### src/rtl/vscale_dmem_bridge_pkg.sv
// vscale_dmem_bridge_pkg: funct3 size codes, bridge state encoding and access-legality helpers
package vscale_dmem_bridge_pkg;
  localparam logic [2:0] SZ_B  = 3'd0;
  localparam logic [2:0] SZ_H  = 3'd1;
  localparam logic [2:0] SZ_W  = 3'd2;
  localparam logic [2:0] SZ_BU = 3'd4;
  localparam logic [2:0] SZ_HU = 3'd5;
  localparam int DMEM_STATE_WIDTH = 2;
  typedef enum logic [DMEM_STATE_WIDTH-1:0] {ST_IDLE, ST_ISSUE, ST_RESP, ST_FAULT} state_t;
  function automatic logic size_legal(input logic [2:0] s);
    return s == SZ_B || s == SZ_H || s == SZ_W || s == SZ_BU || s == SZ_HU;
  endfunction
  function automatic logic misaligned(input logic [2:0] s, input logic [1:0] off);
    return (s[1:0] == 2'd1 && off[0]) || (s[1:0] == 2'd2 && off != 2'd0);
  endfunction
endpackage

### src/rtl/vscale_dmem_lane.sv
// vscale_dmem_lane: store byte-lane steering and load extraction with sign/zero extension
module vscale_dmem_lane
  import vscale_dmem_bridge_pkg::*;
(
  input  logic [2:0]  i_size,
  input  logic [1:0]  i_off,
  input  logic [31:0] i_wdata,
  input  logic [31:0] i_rdata,
  output logic [3:0]  o_wstrb,
  output logic [31:0] o_wdata,
  output logic [31:0] o_rdata
);
  logic [31:0] w_shift;
  always_comb begin
    w_shift = i_rdata >> {i_off, 3'b000};
    o_wstrb = i_size[1:0] == 2'd0 ? 4'b0001 << i_off : i_size[1:0] == 2'd1 ? 4'b0011 << i_off : 4'hF;
    o_wdata = i_size[1:0] == 2'd0 ? {4{i_wdata[7:0]}} : i_size[1:0] == 2'd1 ? {2{i_wdata[15:0]}} : i_wdata;
    o_rdata = i_size == SZ_B  ? {{24{w_shift[7]}}, w_shift[7:0]} :
              i_size == SZ_BU ? {24'h0, w_shift[7:0]} :
              i_size == SZ_H  ? {{16{w_shift[15]}}, w_shift[15:0]} :
              i_size == SZ_HU ? {16'h0, w_shift[15:0]} : w_shift;
  end
endmodule

### src/rtl/vscale_dmem_bridge.sv
// vscale_dmem_bridge: core dmem port to valid/ready memory bus; VSCALE_DMEM_TIMEOUT_EN adds a response watchdog
module vscale_dmem_bridge
  import vscale_dmem_bridge_pkg::*;
#(
  parameter logic [31:0] MEM_BASE  = 32'h0000_0000,
  parameter logic [31:0] MEM_BYTES = 32'h0001_0000
`ifdef VSCALE_DMEM_TIMEOUT_EN
  , parameter int TIMEOUT_CYCLES = 64
`endif
) (
  input  logic        clk,
  input  logic        reset_n,
  input  logic        dmem_en,
  input  logic        dmem_wen,
  input  logic [2:0]  dmem_size,
  input  logic [31:0] dmem_addr,
  input  logic [31:0] dmem_wdata_delayed,
  output logic [31:0] dmem_rdata,
  output logic        dmem_wait,
  output logic        dmem_badmem_e,
  output logic        mem_req_valid,
  input  logic        mem_req_ready,
  output logic        mem_req_wen,
  output logic [31:0] mem_req_addr,
  output logic [3:0]  mem_req_wstrb,
  output logic [31:0] mem_req_wdata,
  input  logic        mem_resp_valid,
  input  logic [31:0] mem_resp_rdata
);
  state_t      r_state, w_next, w_after;
  logic        r_wen, r_first;
  logic [2:0]  r_size;
  logic [31:0] r_addr, r_wdata, r_rdata;
  logic        w_capture, w_legal, w_done, w_tmo_hit;
  logic [3:0]  w_wstrb;
  logic [31:0] w_wdata, w_load;
  vscale_dmem_lane u_lane (
    .i_size  (r_size),
    .i_off   (r_addr[1:0]),
    .i_wdata (dmem_wdata_delayed),
    .i_rdata (mem_resp_rdata),
    .o_wstrb (w_wstrb),
    .o_wdata (w_wdata),
    .o_rdata (w_load)
  );
  assign w_legal = size_legal(dmem_size) && !misaligned(dmem_size, dmem_addr[1:0]) &&
                   (dmem_addr - MEM_BASE) < MEM_BYTES;
  assign w_done        = r_state == ST_RESP && mem_resp_valid;
  assign dmem_wait     = r_state == ST_ISSUE || (r_state == ST_RESP && !mem_resp_valid);
  assign dmem_badmem_e = r_state == ST_FAULT;
  assign mem_req_valid = r_state == ST_ISSUE;
  assign mem_req_wen   = r_wen;
  assign mem_req_addr  = {r_addr[31:2], 2'b00};
  assign mem_req_wstrb = r_wen ? w_wstrb : 4'h0;
  // store data is only valid on the bus in the first ISSUE cycle; later cycles replay the register
  assign mem_req_wdata = r_first ? w_wdata : r_wdata;
  assign dmem_rdata    = (w_done && !r_wen) ? w_load : r_rdata;
  always_comb begin
    w_capture = dmem_en && !dmem_wait;
    w_after   = w_capture ? (w_legal ? ST_ISSUE : ST_FAULT) : ST_IDLE;
    w_next    = w_after;
    if (r_state == ST_ISSUE) w_next = mem_req_ready ? ST_RESP : ST_ISSUE;
    else if (r_state == ST_RESP && !mem_resp_valid) w_next = w_tmo_hit ? ST_FAULT : ST_RESP;
  end
  always_ff @(posedge clk) begin
    if (!reset_n) begin
      r_state <= ST_IDLE;
      r_first <= 1'b0;
      r_rdata <= 32'h0;
    end else begin
      r_state <= w_next;
      r_first <= w_capture && w_legal;
      if (r_first) r_wdata <= w_wdata;
      if (w_capture) begin
        r_wen  <= dmem_wen;
        r_size <= dmem_size;
        r_addr <= dmem_addr;
      end
      if (w_done && !r_wen) r_rdata <= w_load;
    end
  end
`ifdef VSCALE_DMEM_TIMEOUT_EN
  logic [15:0] r_tmo;
  assign w_tmo_hit = r_state == ST_RESP && r_tmo == 16'(TIMEOUT_CYCLES - 1);
  always_ff @(posedge clk) begin
    if (!reset_n) r_tmo <= 16'h0;
    else r_tmo <= r_state == ST_RESP ? r_tmo + 16'h1 : 16'h0;
  end
`else
  assign w_tmo_hit = 1'b0;
`endif
endmodule

### config.mk
export PLATFORM = sky130hd
export DESIGN_NAME = vscale_dmem_bridge
export DESIGN_NICKNAME = d
export VERILOG_FILES = /design/src/rtl/vscale_dmem_bridge_pkg.sv /design/src/rtl/vscale_dmem_lane.sv /design/src/rtl/vscale_dmem_bridge.sv
export SDC_FILE = /design/constraint.sdc
export NUM_CORES = 1
export LEC_CHECK = 0
export ABC_CLOCK_PERIOD_IN_PS = 5050
export CAP_MARGIN = 30
export CELL_PAD_IN_SITES_DETAIL_PLACEMENT = 0
export CELL_PAD_IN_SITES_GLOBAL_PLACEMENT = 2
export CORE_MARGIN = 2
export CORE_UTILIZATION = 29
export DETAILED_ROUTE_END_ITERATION = 8
export PLACE_DENSITY = 0.93
export SETUP_SLACK_MARGIN = 0.02
export SYNTH_ARGS = -nofsm -noshare
export SYNTH_HDL_FRONTEND = slang
export SYNTH_SLANG_ARGS = --single-unit
### constraint.sdc
create_clock -name clk -period 5.05 [get_ports clk]
set_input_delay 1.2625 -clock clk [delete_from_list [all_inputs] [get_ports clk]]
set_output_delay 1.2625 -clock clk [all_outputs]
set_load 0.1 [all_outputs]
# After elaboration in Yosys (flattened, before gate mapping)
# Index checks and enable logic that the tools add are counted.
# word_totals
mem_count,0
reg_bits,103
romBits,0
inputBits,105
output_inout_bits,104
latchBits,0
mem_bits_rw,0
word_cells,64
# op_classes
n_addsub,0
eq_ne,13
n_shift,3
n_bitwise,0
n_lt_le_gt_ge,1
reduce_logical,24
n_div,0
multipliers,0
n_mux,16
# ops
cell,count
32-bit two-way mux,8
32-bit by 17-bit < comparator with 1-bit output (second input constant),1
32-bit by 5-bit >> shifter with 32-bit output,1
3-bit equality test (second input constant),4
4-bit two-way mux,3
2-bit two-way mux,5
1-bit logical AND,9
2-bit by 1-bit equality test with 1-bit output (second input constant),3
2-bit equality test (second input constant),3
3-bit by 1-bit equality test with 1-bit output (second input constant),2
3-bit zero test,2
1-bit logical OR,6
1-bit zero test,4
1-bit by 2-bit << shifter with 4-bit output (first input constant),1
2-bit by 2-bit << shifter with 4-bit output (first input constant),1
3-bit by 2-bit equality test with 1-bit output (second input constant),1
2-bit zero test,1
2-bit AND reduction,1
2-bit nonzero test,1

# Depth between registers and ports, before layout
# depth
depth_word,11
mapped_depth,8
mapped_depth_nobuf,5

# By module
# Synthesis repeated with hierarchy kept, for this count alone.
# unflattened
hier_cells,445
hier_area_um2,5720.5
# by_module_without_submodules
mod,cells_per_inst,n_inst,area_per_inst_um2,seq_area_each_um2
vscale_dmem_bridge,268,1,4287.9,2742.6
vscale_dmem_lane,177,1,1432.6,0.0

# Worst setup path before layout
# No wires, ideal clock.
# synth_path
path_type,input-to-output
start,in mem_resp_valid
end,out dmem_rdata[2]
required_ps,3788
t_arrival_ps,3865
n_path_buf,2
slack_ps,-77
path_stages,4
cell_sequence,nand4bb_1 -> buf_2 -> buf_2 -> o21ai_0
# synth_between
elab_chain_cells,3
# synth_lines
element,line,source
start: declaration,vscale_dmem_bridge.sv:27,"input logic mem_resp_valid,"
1-bit logical AND,vscale_dmem_bridge.sv:48,assign w_done = r_state == ST_RESP && mem_resp_valid;
1-bit logical AND,vscale_dmem_bridge.sv:57,assign dmem_rdata = (w_done && !r_wen) ? w_load : r_rdata;
32-bit two-way mux,-,
end: declaration,vscale_dmem_bridge.sv:18,"output logic [31:0] dmem_rdata,"
# No other way between the ends.

# Final worst setup path
# layout_path
start,in mem_resp_rdata[31]
end,out dmem_rdata[22]
# layout_between
elab_chain_cells,5
# layout_lines
element,line,source
start: declaration,vscale_dmem_bridge.sv:28,input logic [31:0] mem_resp_rdata
32-bit by 5-bit >> shifter with 32-bit output (*),vscale_dmem_lane.sv:15,"w_shift = i_rdata >> {i_off, 3'b000};"
32-bit two-way mux,vscale_dmem_lane.sv:20,"i_size == SZ_H ? {{16{w_shift[15]}}, w_shift[15:0]} :"
32-bit two-way mux,vscale_dmem_lane.sv:19,"i_size == SZ_BU ? {24'h0, w_shift[7:0]} :"
32-bit two-way mux (*),vscale_dmem_lane.sv:18,"o_rdata = i_size == SZ_B ? {{24{w_shift[7]}}, w_shift[7:0]} :"
32-bit two-way mux (*),-,
# Every way passes the cells marked *; elsewhere a longest branch is shown, timed or not.

==> metrics.txt <==
# TYPE chip_impl_metric gauge
chip_impl_info{name="result_of_the_run",value="finished, final reports clean"} 1
chip_impl_info{name="rsz0062_at_grt",value="no"} 1
chip_impl_info{name="r2r_end",value="r_rdata[17]"} 1
chip_impl_metric{name="synth_async_sr_flop_share",unit="%"} 0
chip_impl_metric{name="routed_wirelength",unit="um"} 16610
chip_impl_metric{name="antenna_left",unit=""} 0
chip_impl_metric{name="maximum_buffer_depth_of_the_clock_tree",unit=""} 2
chip_impl_info{name="timing.hold.worst.class",value="flop to flop"} 1
chip_impl_metric{name="final_net_count",unit=""} 779
chip_impl_metric{name="later_pin_clock_latency_in_the_skew_report",unit="ns"} 0.35
chip_impl_metric{name="tightestPinTransition",unit="ns"} 0.9998
chip_impl_metric{name="mean_number_of_vias_per_cell",unit=""} 4.833
chip_impl_metric{name="cts.htree.levels",unit=""} 3
chip_impl_metric{name="drt-wirelength-per-cell",unit="um"} 17.77
chip_impl_info{name="path_cells",value="clkdlybuf4s50_1 -> mux2i_4 -> nor3b_4 -> buf_4 -> o31ai_1 -> a21oi_1 -> buf_12"} 1
chip_impl_metric{name="report.final.hold_viol_count",unit=""} 0
chip_impl_metric{name="diodes",unit=""} 0
chip_impl_metric{name="antenna_found_initial",unit=""} 0
chip_impl_metric{name="timing.critical_path.arrival",unit="ns"} 3.28
chip_impl_metric{name="dieArea",unit="sq um"} 20430
chip_impl_metric{name="grt_pass1_wl",unit="um"} 25230
chip_impl_metric{name="r2r_setup_slack",unit="ns"} 2.45
chip_impl_info{name="worst_setup_path_startpoint",value="mem_resp_rdata[31]"} 1
chip_impl_metric{name="grt_overflow_total",unit=""} 0
chip_impl_metric{name="fin_skew",unit="ns"} 0.004946
chip_impl_metric{name="design.portCount",unit=""} 209
chip_impl_metric{name="cellLeakagePower",unit="nW"} 3.074
chip_impl_metric{name="gp_congestion",unit=""} 0.8896
chip_impl_metric{name="slew-limit-headroom",unit="%"} 33.14
chip_impl_info{name="layout_common_cells",value="136 x sky130_fd_sc_hd__clkdlybuf4s50_1, 68 x sky130_fd_sc_hd__edfxtp_1, 51 x sky130_fd_sc_hd__buf_4, 40 x sky130_fd_sc_hd__a21oi_1, 39 x sky130_fd_sc_hd__mux2i_1"} 1
chip_impl_metric{name="vert_die_dim",unit="um"} 143.0
chip_impl_metric{name="final_period_minus_worst_setup_slack",unit="ns"} 4.547
chip_impl_metric{name="timing_max_transition_violations_final",unit=""} 0
chip_impl_metric{name="area_taken_by_multi_input_logic_gates",unit="sq um"} 2390
chip_impl_metric{name="synth_sequential_area_ratio",unit="%"} 48.98
chip_impl_metric{name="clock_sink_count",unit=""} 103
chip_impl_metric{name="timing.final.crit_share",unit="%"} 90.03
chip_impl_metric{name="syn_area",unit="sq um"} 5599
chip_impl_metric{name="post_synthesis_cell_count",unit=""} 511
chip_impl_metric{name="fmax",unit="MHz"} 219.9
chip_impl_info{name="crit_end",value="dmem_rdata[22]"} 1
chip_impl_metric{name="detail_route.iter0.violations",unit=""} 223
chip_impl_metric{name="finalSetupTns",unit="ns"} 0
chip_impl_metric{name="total_cts_buffers",unit=""} 9
chip_impl_metric{name="final_layout_size_suffix_gt1_share",unit="%"} 22.07
chip_impl_metric{name="floorplan.initialDensity",unit="%"} 29.73
chip_impl_metric{name="finalPower",unit="W"} 0.002360
chip_impl_metric{name="worst-path-stages",unit=""} 7
chip_impl_info{name="worstSetupEndpointType",value="primary output"} 1
chip_impl_metric{name="path_buf_inv",unit=""} 3
chip_impl_metric{name="postCtsSetupBuffers",unit=""} 0
chip_impl_info{name="critical_path.reg2reg.startpoint",value="r_size[1]"} 1
chip_impl_metric{name="setup_viol",unit=""} 0
chip_impl_metric{name="ys_warn_count",unit=""} 0
chip_impl_metric{name="power_density",unit="nW/um^2"} 290.1
chip_impl_info{name="worst_setup_path_start_kind",value="input pin"} 1
chip_impl_metric{name="route.vias.total",unit=""} 4519
chip_impl_metric{name="globalRouteTotalUtil",unit="%"} 16.14
chip_impl_metric{name="grt_pass1_vias",unit=""} 4590
chip_impl_metric{name="worstRegToRegCells",unit=""} 5
chip_impl_metric{name="drc_errors",unit=""} 0
chip_impl_metric{name="critPathRequiredTime",unit="ns"} 3.79
chip_impl_metric{name="max-cap-violations",unit=""} 0
chip_impl_metric{name="fp.coreArea",unit="sq um"} 18830
chip_impl_info{name="cts_tree",value="built"} 1
chip_impl_metric{name="synth-edff-count",unit=""} 68
chip_impl_info{name="clock-root-buffer",value="sky130_fd_sc_hd__clkbuf_16"} 1
chip_impl_metric{name="syn2layout_area_growth",unit="%"} 45.27
chip_impl_info{name="timing_worst_setup_path_type",value="input pin to primary output"} 1
chip_impl_metric{name="hpwl",unit="um"} 12850
chip_impl_metric{name="grt_start_max_net_pins",unit=""} 49
chip_impl_metric{name="crit_fanout",unit=""} 12
chip_impl_metric{name="synth_seq_cells",unit=""} 103
chip_impl_metric{name="num-fill-cells",unit=""} 1772
chip_impl_metric{name="cts-resized-gates",unit=""} 0
chip_impl_info{name="final_common_cell",value="sky130_fd_sc_hd__clkdlybuf4s50_1"} 1
chip_impl_info{name="critical_path.top_delay_family",value="buffers and inverters"} 1
chip_impl_metric{name="peakVddDrop",unit="uV"} 216.7
chip_impl_metric{name="slowest_delay",unit="ns"} 0.54
chip_impl_metric{name="hold_buffers",unit=""} 0
chip_impl_info{name="synth_top_flop_cell",value="sky130_fd_sc_hd__edfxtp_1"} 1
chip_impl_metric{name="number_of_i_o_port_buffers",unit=""} 206
chip_impl_metric{name="synth.lib_cells_used.distinct",unit=""} 47
chip_impl_metric{name="utilization",unit="%"} 43.20
chip_impl_metric{name="seqCellArea",unit="sq um"} 2743
chip_impl_metric{name="drt_first_pass_iters",unit=""} 5
chip_impl_info{name="cp_slowest_cell",value="sky130_fd_sc_hd__clkdlybuf4s50_1"} 1
chip_impl_metric{name="syn-mean-instance-area",unit="sq um"} 10.96
chip_impl_metric{name="core.rowCount",unit=""} 50
chip_impl_metric{name="worst_setup_hold_path_clk_slew",unit="ns"} 0.07
chip_impl_metric{name="die_x",unit="um"} 143.0
## layer usage
layer	GRT usage (%)	vias to the layer above	routed length, um
met4	5.472	0	409
met5	0	-	0
li1	-	2177	-
met3	4.930	24	1102
met1	19.97	2153	6854
met2	26.74	165	8248
## cells by family after synthesis
group	count (synthesis)	synth area share, %
compound gates	139	16.51
fa+ha+maj	4	0.8939
buf+inv	77	8.693
flops	103	48.98
mux	67	12.85
other cells	1	0.06697
simple gates	120	12.00
## area by class of cell
type	count	share of cell area (%)
Sequential cell	103	33.72
Clock inverter	6	0.5230
Clock buffer	10	2.815
Inverter	4	0.1846
Multi-Input combinational cell	332	29.38
Timing Repair Buffer	220	29.38
Tap cell	260	3.999
## flip-flops by register name, indices dropped and copies added, names as in the netlist
register and cells:
mem_req_wen 1, r_addr 32, r_rdata 32, r_size 3, r_wdata 32, r_state 2
r_first 1
## per-stage QoR
| stage | worst slack [ns] | std cells | hold slack [ns] | instance area [sq um] |
|---|---|---|---|---|
| after CTS | 0.4747 | 935 | 0.4838 | 8134 |
| after global routing | 0.3676 | 935 | 0.5013 | 8134 |
| after global placement | 0.5448 | 919 | 0.4596 | 7863 |
| after detailed placement | 0.4868 | 919 | 0.4546 | 7863 |
| final | 0.5035 | 935 | 0.4799 | 8134 |
| after floorplan | -0.07709 | 512 | 0.4427 | 5603 |
## report_power, final
group / switching, W / total, W / leakage, nW / internal (W)
sequential: 0.0000148 / 0.000957 / 0.932 / 0.000943
combinational: 0.000507 / 0.000746 / 2.01 / 0.000238
clock: 0.000319 / 0.000657 / 0.131 / 0.000338
total: 0.000841 / 0.00236 / 3.07 / 0.00152
## cells in the mapped netlist, types with 2 or more instances
cell | number | area [sq um]
sky130_fd_sc_hd__a21oi_1 | 40 | 200.2
sky130_fd_sc_hd__a21oi_2 | 10 | 87.58
sky130_fd_sc_hd__a22o_1 | 16 | 140.1
sky130_fd_sc_hd__a31oi_1 | 8 | 50.05
sky130_fd_sc_hd__and2_1 | 11 | 68.82
sky130_fd_sc_hd__buf_1 | 2 | 7.510
sky130_fd_sc_hd__buf_2 | 16 | 80.08
sky130_fd_sc_hd__buf_4 | 35 | 262.8
sky130_fd_sc_hd__buf_6 | 6 | 67.56
sky130_fd_sc_hd__clkbuf_1 | 13 | 48.80
sky130_fd_sc_hd__dfxtp_1 | 35 | 700.7
sky130_fd_sc_hd__edfxtp_1 | 68 | 2042
sky130_fd_sc_hd__ha_1 | 4 | 50.05
sky130_fd_sc_hd__inv_1 | 3 | 11.26
sky130_fd_sc_hd__mux2_2 | 26 | 292.8
sky130_fd_sc_hd__mux2i_1 | 39 | 390.4
sky130_fd_sc_hd__nand2_1 | 33 | 123.9
sky130_fd_sc_hd__nand2b_1 | 3 | 18.77
sky130_fd_sc_hd__nor2_1 | 36 | 135.1
sky130_fd_sc_hd__nor2_4 | 2 | 22.52
sky130_fd_sc_hd__nor3_1 | 8 | 40.04
sky130_fd_sc_hd__nor3_4 | 3 | 48.80
sky130_fd_sc_hd__nor4_1 | 5 | 31.28
sky130_fd_sc_hd__nor4b_1 | 8 | 70.07
sky130_fd_sc_hd__o21a_1 | 5 | 37.54
sky130_fd_sc_hd__o21ai_0 | 24 | 120.1
sky130_fd_sc_hd__o31ai_1 | 32 | 240.2
## how the worst min path moves through the flow
stage,depth (start not counted),end,start,slack (ns)
floorplan,1,r_rdata[10],r_rdata[10],0.44
global placement,1,r_rdata[12],r_rdata[12],0.46
detailed placement,1,r_rdata[15],r_rdata[15],0.45
CTS,1,r_rdata[15],r_rdata[15],0.48
global route,1,r_rdata[9],r_rdata[9],0.50
finish,2,r_rdata[23],r_rdata[23],0.48
## worst register-to-register path: cells and delay by family (launching register included)
family / cells / cell delay, ns
AO/OA/AOI/OAI: 2 / 0.93
AND/OR/NAND/NOR: 2 / 0.83
flip-flops: 1 / 0.34
buffers and inverters: 1 / 0.33
No activity file was read; power rests on OpenSTA's default activity.
